### src/rtl/rgb2gs_pipe.sv
// Two-stage RGB to grayscale converter with per-pixel mode and valid/ready flow control.
// S1 registers partial products and pre-sums; S2 finishes the selected mode and drives the outputs.
module rgb2gs_pipe #(
    parameter int CW = 8,
    parameter int UW = 2
) (
    input  logic            clk,
    input  logic            rst_n,
    input  logic [3*CW-1:0] rgb,
    input  logic [1:0]      rgb_mode,
    input  logic [UW-1:0]   rgb_user,
    input  logic            rgb_en,
    output logic            rgb_ready,
    output logic [CW-1:0]   gs,
    output logic [UW-1:0]   gs_user,
    output logic            gs_valid,
    input  logic            gs_ready
);

    logic [CW-1:0]   w_r;
    logic [CW-1:0]   w_g;
    logic [CW-1:0]   w_b;
    logic            w_en;
    logic [CW+6:0]   w_p77;
    logic [CW+7:0]   w_p150;
    logic [CW+4:0]   w_p29;
    logic [CW:0]     w_rb;
    logic [CW-1:0]   w_mx;

    logic            r1_valid;
    logic [CW+6:0]   r1_p77;
    logic [CW+7:0]   r1_p150;
    logic [CW+4:0]   r1_p29;
    logic [CW:0]     r1_rb;
    logic [CW-1:0]   r1_mx;
    logic [CW-1:0]   r1_g;
    logic [1:0]      r1_mode;
    logic [UW-1:0]   r1_user;

    logic            r_gs_valid;
    logic [CW-1:0]   r_gs;
    logic [UW-1:0]   r_gs_user;

    logic [CW+8:0]   w_luma;
    logic [CW-1:0]   w_luma_gs;
    logic [CW-1:0]   w_half_rb;
    logic [CW:0]     w_avg;
    logic [CW-1:0]   w_avg_gs;
    logic [CW-1:0]   w_val_gs;
    logic [CW-1:0]   w_gs_next;

    assign w_r = rgb[3*CW-1:2*CW];
    assign w_g = rgb[2*CW-1:CW];
    assign w_b = rgb[CW-1:0];

    // A single stall signal freezes both stages while the output is blocked.
    assign w_en      = !r_gs_valid || gs_ready;
    assign rgb_ready = w_en;

    assign w_p77  = (CW+7)'(w_r) * (CW+7)'(77);
    assign w_p150 = (CW+8)'(w_g) * (CW+8)'(150);
    assign w_p29  = (CW+5)'(w_b) * (CW+5)'(29);
    assign w_rb   = (CW+1)'(w_r) + (CW+1)'(w_b);
    assign w_mx   = (w_r > w_b) ? w_r : w_b;

    // Weights sum to 256, so the rounded luma never exceeds 2^CW-1.
    assign w_luma = (CW+9)'(r1_p77) + (CW+9)'(r1_p150)
                  + (CW+9)'(r1_p29) + (CW+9)'(128);
    assign w_luma_gs = CW'(w_luma >> 8);
    assign w_half_rb = CW'(r1_rb >> 1);
    assign w_avg     = (CW+1)'(w_half_rb) + (CW+1)'(r1_g);
    assign w_avg_gs  = CW'(w_avg >> 1);
    assign w_val_gs  = (r1_mx > r1_g) ? r1_mx : r1_g;

    always_comb begin
        w_gs_next = r1_g;
        unique case (r1_mode)
            2'd0:    w_gs_next = w_avg_gs;
            2'd1:    w_gs_next = w_luma_gs;
            2'd2:    w_gs_next = w_val_gs;
            default: w_gs_next = r1_g;
        endcase
    end

    always_ff @(posedge clk) begin
        if (!rst_n) begin
            r1_valid   <= 1'b0;
            r1_p77     <= '0;
            r1_p150    <= '0;
            r1_p29     <= '0;
            r1_rb      <= '0;
            r1_mx      <= '0;
            r1_g       <= '0;
            r1_mode    <= '0;
            r1_user    <= '0;
            r_gs_valid <= 1'b0;
            r_gs       <= '0;
            r_gs_user  <= '0;
        end else if (w_en) begin
            r1_valid   <= rgb_en;
            r1_p77     <= w_p77;
            r1_p150    <= w_p150;
            r1_p29     <= w_p29;
            r1_rb      <= w_rb;
            r1_mx      <= w_mx;
            r1_g       <= w_g;
            r1_mode    <= rgb_mode;
            r1_user    <= rgb_user;
            r_gs_valid <= r1_valid;
            r_gs       <= w_gs_next;
            r_gs_user  <= r1_user;
        end
    end

    assign gs       = r_gs;
    assign gs_user  = r_gs_user;
    assign gs_valid = r_gs_valid;

endmodule
### config.mk
export PLATFORM = sky130hd
export DESIGN_NAME = rgb2gs_pipe
export DESIGN_NICKNAME = d
export VERILOG_FILES = /design/src/rtl/rgb2gs_pipe.sv
export SDC_FILE = /design/constraint.sdc
export NUM_CORES = 1
export LEC_CHECK = 0
export CORE_UTILIZATION = 62
export DETAILED_ROUTE_END_ITERATION = 7
export PLACE_DENSITY_LB_ADDON = 0.12
export SLEW_MARGIN = 25
export SYNTH_ARGS = -nofsm -noshare
export SYNTH_HDL_FRONTEND = slang
export SYNTH_SLANG_ARGS = --single-unit
### constraint.sdc
create_clock -name clk -period 5.35 [get_ports clk]
set_input_delay 1.605 -clock clk [delete_from_list [all_inputs] [get_ports clk]]
set_output_delay 1.605 -clock clk [all_outputs]
set_load 0.03 [all_outputs]
==> run summary, run 1 <==
status - finished, final reports clean
CP dominant cell by count - ha_1
fmax - 199 MHz
number of remaining DRC errors - 0
CTS clock-pin slew for the worst setup and hold paths - 0.06 ns
Worst-Skew Late Latency - 0.35 ns
CP Launch Type - input port
antenna violations before repair - 0
WS Path Type - in -> reg
CTS root buffer - clkbuf_16
Worst Setup End Kind - register
num rows - 40
critical path's largest stage delay - 0.56 ns
most frequent cells in the layout - inv_1 (156), ha_1 (156), nand2_1 (101)
Fin. Hold Viols - 0
first-pass GRT wire length - 30500 um
# clock sinks - 82
Die Ht - 115 um
largest net degree at the start of global routing - 83
Worst slew margin - 0.430
Post-synth EDFFs - 0
final wirelength - 18000 um
die extent in x - 115 um
Via-to-Cell Ratio - 5.50
die area - 13200 sq um
Slew @ Worst Pin - 0.854 ns
Yosys reg bits - 82
DRT Pass-1 Iters - 5
clk_skew - 0.00505 ns
initial drt markers - 329
fin worst setup slack - 0.324 ns
yosys warns - 0
Mapped Cells - 946
sequential area share after synthesis - 0.207
final period demand of the worst path - 5.03 ns
Placed Area - 8630 sq um
synthesized area - 7920 sq um
syn_area_per_cell - 8.37 sq um
H-tree depth - 3
Netlist cell types - 65
maximum vdd drop - 277 uV
CP Max Fanout - 4
Post-synth top flop - dfxtp_1
Final period util - 0.939
Final Wtd Congestion - 0.907
initial core utilization - 0.648
CTS resizes - 0
GRT overflow - 0
hold buffers post-CTS - 0
Critical Path AT - 5.25 ns
Post-Syn Nets - 1174
CP required - 5.57 ns
Critical Path Slowest Stage Cell - clkdlybuf4s50_1
gr usage total - 0.299
HPWL Detailed - 14200 um
worst r2r path cells - 12
max-cap violations - 0
CTS tree - yes
unrepaired setup endpoints after global routing - no
critical path cell sequence - clkdlybuf4s50_1 -> ha_1 -> ha_1 -> inv_1 -> fa_1 -> fa_1 -> inv_1 -> ha_1 -> o21ai_0 -> nand2b_1 -> o311a_1 -> o41a_1 -> a2111oi_2 -> nor4_1
dpl ws - -0.0293 ns
Hold Crit Class - reg -> reg
Lkg Pwr - 4.51 nW
total CTS buffers - 9
asr flop ratio synth - 0
Routed Antenna Nets - 0
Final setup viols - 0
fraction of layout cells with a size suffix above 1 - 0.0556
Ant. Diodes - 0
Port Buf Inserts - 43
Core Util, Final - 0.736
Pwr per Cell Area - 381 nW/um^2
DR vias - 6466
Design Area, Final - 8980 sq um
Core Area - 12200 sq um
vias in the first global route - 6340
average wire per standard cell - 15.3 um
Final Instance Count excl. Fillers - 1175
post-CTS setup buffer count - 0
maximum buffer depth of the clock tree - 2
placed insts - 1159
Total Nets Final - 1230
Top Ports - 44
P&R area growth vs syn - 13.5%
Slew Viols, Final - 0
hold path depth - 2
Pwr Total - 0.00342 W
## stage by stage
stage	hold slack, ns	setup TNS, ns
floorplan	0.425	0
global placement	0.435	0
detailed placement	0.445	-0.0293
CTS	0.453	0
global route	0.474	0
finish	0.450	0
## cell usage after synthesis (all sizes together), types with 2 or more instances
master / instances / share of area
a2111oi: 3 / 0.0041
a211o: 2 / 0.0022
a211oi: 23 / 0.022
a21o: 14 / 0.013
a21oi: 75 / 0.047
a311oi: 2 / 0.0022
a31oi: 7 / 0.0055
a32oi: 3 / 0.0033
buf: 6 / 0.0073
clkbuf: 22 / 0.012
dfxtp: 82 / 0.21
fa: 40 / 0.10
ha: 156 / 0.25
inv: 159 / 0.075
mux2: 3 / 0.0043
mux2i: 12 / 0.015
nand2: 101 / 0.048
nand2b: 3 / 0.0024
nand3: 7 / 0.0044
nand4: 4 / 0.0032
nor2: 56 / 0.027
nor2b: 7 / 0.0065
nor3: 13 / 0.0082
o211ai: 2 / 0.0019
o21a: 9 / 0.0085
o21ai: 48 / 0.031
o21bai: 6 / 0.0057
o221ai: 4 / 0.0044
o22ai: 3 / 0.0024
o311a: 2 / 0.0025
o311ai: 2 / 0.0022
o31a: 2 / 0.0022
or2: 4 / 0.0032
or3: 5 / 0.0040
xnor2: 25 / 0.028
xor2: 16 / 0.018
## registers in the layout (all words and copies together), names as in the netlist
| name | flops |
|---|---|
| r1_mode | 2 |
| r1_g | 8 |
| gs | 8 |
| r1_rb | 8 |
| r1_p150 | 14 |
| r1_p29 | 13 |
| r1_p77 | 15 |
| r1_valid | 1 |
| gs_valid | 1 |
| r1_user | 2 |
| r1_mx | 8 |
| gs_user | 2 |
## metal layers
layer / vias to the layer above / share of wire / GRT usage / routed length (um)
met5: - / 0 / 0 / 0
met4: 0 / 0.024 / 0.0970 / 433
met3: 35 / 0.038 / 0.0501 / 683
met2: 119 / 0.47 / 0.519 / 8540
met1: 2995 / 0.46 / 0.378 / 8350
li1: 3317 / - / - / -
## worst paths after layout
path | start | endpoint | slack [ns]
worst max-delay path | rgb[13] | r1_p150[15] | 0.32
worst min-delay path | r1_p77[10] | r1_p77[10] | 0.45
worst max register to register | r1_p77[4] | gs[7] | 2.11
worst min register to register | r1_p77[10] | r1_p77[10] | 0.45
## critical path, delay by kind of cell
family | cells | cell delay (ns)
simple gates | 2 | 0.18
buf+inv | 3 | 0.67
compound gates | 4 | 1.03
fa+ha+maj | 5 | 1.75
## cell type report
type,instances,area (sq um)
inverter,160,602
clock buffer,10,239
timing repair buffer,73,656
tap,168,210
multi-input combinational,676,5520
sequential,82,1640
fill,990,3230
clock inverter,6,114
## where the power goes
| group | total [W] | internal (W) | switching (W) |
|---|---|---|---|
| clock | 0.000727 | 0.000469 | 0.000258 |
| sequential | 0.000822 | 0.000736 | 0.0000857 |
| combinational | 0.00187 | 0.000827 | 0.00105 |
| total | 0.00342 | 0.00203 | 0.00139 |
## kinds of logic after synthesis
| kind of cell | share of synthesized area |
|---|---|
| AOI/OAI and AO/OA | 0.174 |
| buffers and inverters | 0.0950 |
| DFF | 0.207 |
| xor gates and xnor gates | 0.0454 |
| muxes | 0.0194 |
| and+or+nand+nor | 0.111 |
| adders and majority gates | 0.348 |
(Power assumes the default switching activity.)
==> run 2, diff against run 1 <==
--- a/config.mk
+++ b/config.mk
@@ -5,7 +5,9 @@
 export SDC_FILE = /design/constraint.sdc
 export NUM_CORES = 1
 export LEC_CHECK = 0
+export CORE_MARGIN = 2
 export CORE_UTILIZATION = 62
+export CTS_CLUSTER_SIZE = 25
 export DETAILED_ROUTE_END_ITERATION = 7
 export PLACE_DENSITY_LB_ADDON = 0.12
 export SLEW_MARGIN = 25
==> constraint.sdc (replaced) <==
create_clock -name clk -period 4.7 [get_ports clk]
set_input_delay 1.41 -clock clk [delete_from_list [all_inputs] [get_ports clk]]
set_output_delay 1.41 -clock clk [all_outputs]
set_load 0.03 [all_outputs]
==> run 2 against run 1 <==
  * Hold slack gained 0.0025 ns
  * Wire length up 3.7%
  * Final area rose by 5.2%
  * Worst setup slack got worse by 0.22 ns
==> run summary, run 2 (synthesis results as in run 1) <==
first-pass GRT wire length - 30500 um (+0.13%)
most common cell after layout, fill and taps aside - inv_1
CP Max Fanout - 4 (unchanged)
final wirelength - 18700 um (+3.7%)
Worst Setup End Kind - register
DR vias - 6693 (+3.5%)
total CTS buffers - 9 (unchanged)
average wire per standard cell - 15.3 um (-0.36%)
final period demand of the worst path - 4.59 ns
hold buffers post-CTS - 0 (unchanged)
Core Util, Final - 0.755 (+0.0195)
H-tree depth - 3 (unchanged)
number of remaining DRC errors - 0 (unchanged)
GRT overflow - 0 (unchanged)
gr usage total - 0.288 (-0.0107)
DRT Pass-1 Iters - 5 (unchanged)
Final period util - 0.977
CP required - 4.91 ns (-0.66 ns)
CP Launch Type - input port
Final setup viols - 0 (unchanged)
status - finished, final reports clean
CTS root buffer - clkbuf_16
most frequent cells in the layout - inv_1 (155), ha_1 (150), nand2_1 (101)
placed insts - 1207 (+4.1%)
die area - 13700 sq um (+3.5%)
max-cap violations - 0 (unchanged)
Worst slew margin - 0.425 (-0.00496)
CTS tree - yes
Top Ports - 44 (unchanged)
Port Buf Inserts - 43 (unchanged)
Core Area - 12500 sq um (+2.5%)
# fillers - 969 (-2.1%)
P&R area growth vs syn - 19.4%
Slew Viols, Final - 0 (unchanged)
Worst-Skew Late Latency - 0.35 ns (about the same)
Total Nets Final - 1274 (+3.6%)
antenna violations before repair - 0 (unchanged)
Fin. Hold Viols - 0 (unchanged)
Pwr per Cell Area - 431 nW/um^2 (+13%)
maximum buffer depth of the clock tree - 2 (unchanged)
Slew @ Worst Pin - 0.862 ns (+0.00744 ns)
top flop regs - r1_p77 (15), r1_p150 (14), r1_p29 (13)
vias in the first global route - 6531 (+3.0%)
number of flip-flops in the largest register - 15 (unchanged)
Via-to-Cell Ratio - 5.47 (-0.55%)
Pwr Total - 0.00407 W (+19%)
die extent in x - 117 um (+1.7%)
initial drt markers - 477 (+45%)
clk_skew - 0.00619 ns (+0.00113 ns)
Lkg Pwr - 4.82 nW (+7.0%)
initial core utilization - 0.632 (-0.0158)
num rows - 41 (+2.5%)
# clock sinks - 82 (unchanged)
fmax - 218 MHz
maximum vdd drop - 345 uV (+25%)
largest net degree at the start of global routing - 83 (unchanged)
fraction of layout cells with a size suffix above 1 - 0.105 (+0.0491)
CTS clock-pin slew for the worst setup and hold paths - 0.06 ns (about the same)
Hold Crit Class - reg -> reg
most flop-heavy register - r1_p77
WS Path Type - in -> reg
HPWL Detailed - 14400 um (+1.1%)
Ant. Diodes - 0 (unchanged)
Final Instance Count excl. Fillers - 1223 (+4.1%)
Routed Antenna Nets - 0 (unchanged)
Die Ht - 117 um (+1.7%)
Critical Path AT - 4.80 ns (-0.45 ns)
Final Wtd Congestion - 0.917 (+1.1%)
run 2: repair_timing:
action | in CTS | in global routing
pin swaps | 1 | 12
setup buffers | 0 | 0
setup endpoints to repair | 2 | 11
gates resized for setup | 2 | 25
run 2: area by class of cell:
class	instances	area [sq um]	area share
Timing Repair Buffer	117	1020	0.108
Clock inverter	4	97.6	0.0103
Tap cell	172	215	0.0228
Sequential cell	82	1640	0.174
Inverter	160	602	0.0637
Multi-Input combinational cell	676	5620	0.594
Clock buffer	12	256	0.0271
run 2: routing by layer:
layer	vias to the layer above	global-route usage	routed length, um	share of wire
met4	0	0.108	530	0.028
li1	3393	-	-	-
met3	43	0.0453	621	0.033
met1	3123	0.362	8580	0.46
met5	-	0	0	0
met2	134	0.501	8950	0.48
run 2: path summary, 6_finish.rpt:
| kind | from | endpoint | slack (ns) | depth (start not counted) |
|---|---|---|---|---|
| setup reg to reg | r1_p77[4] | gs[7] | 1.50 | 12 |
| hold reg to reg | r1_p77[4] | r1_p77[4] | 0.45 | 2 |
| setup / recovery | rgb[10] | r1_p150[15] | 0.11 | 13 |
| hold / removal | r1_p77[4] | r1_p77[4] | 0.45 | 2 |
run 2: critical path: stages:
cell and delay (ns):
clkdlybuf4s50_1 0.45, buf_6 0.16, ha_1 0.18, ha_1 0.29, ha_1 0.27, ha_1 0.31, a21o_1 0.19, a21o_1 0.20
a21o_1 0.18, o311a_1 0.37, o41a_1 0.41, a2111oi_2 0.30, nor4_1 0.07
run 2: power breakdown:
group	total [W]	internal, W	switching [W]
Clock	0.000830	0.000548	0.000282
Sequential	0.000935	0.000838	0.0000969
Combinational	0.00231	0.00106	0.00125
Total	0.00407	0.00245	0.00163
run 2: through the flow:
stage	TNS, ns	worst slack [ns]	hold WS [ns]	area (sq um)
2_1_floorplan	0	0.0828	0.425	7920
3_3_place_gp	-3.32	-0.422	0.438	8970
3_5_place_dp	-4.00	-0.457	0.444	8970
4_1_cts	-0.0180	-0.0180	0.451	9330
5_1_grt	-0.00431	-0.00431	0.464	9450
6_report	0	0.107	0.452	9450
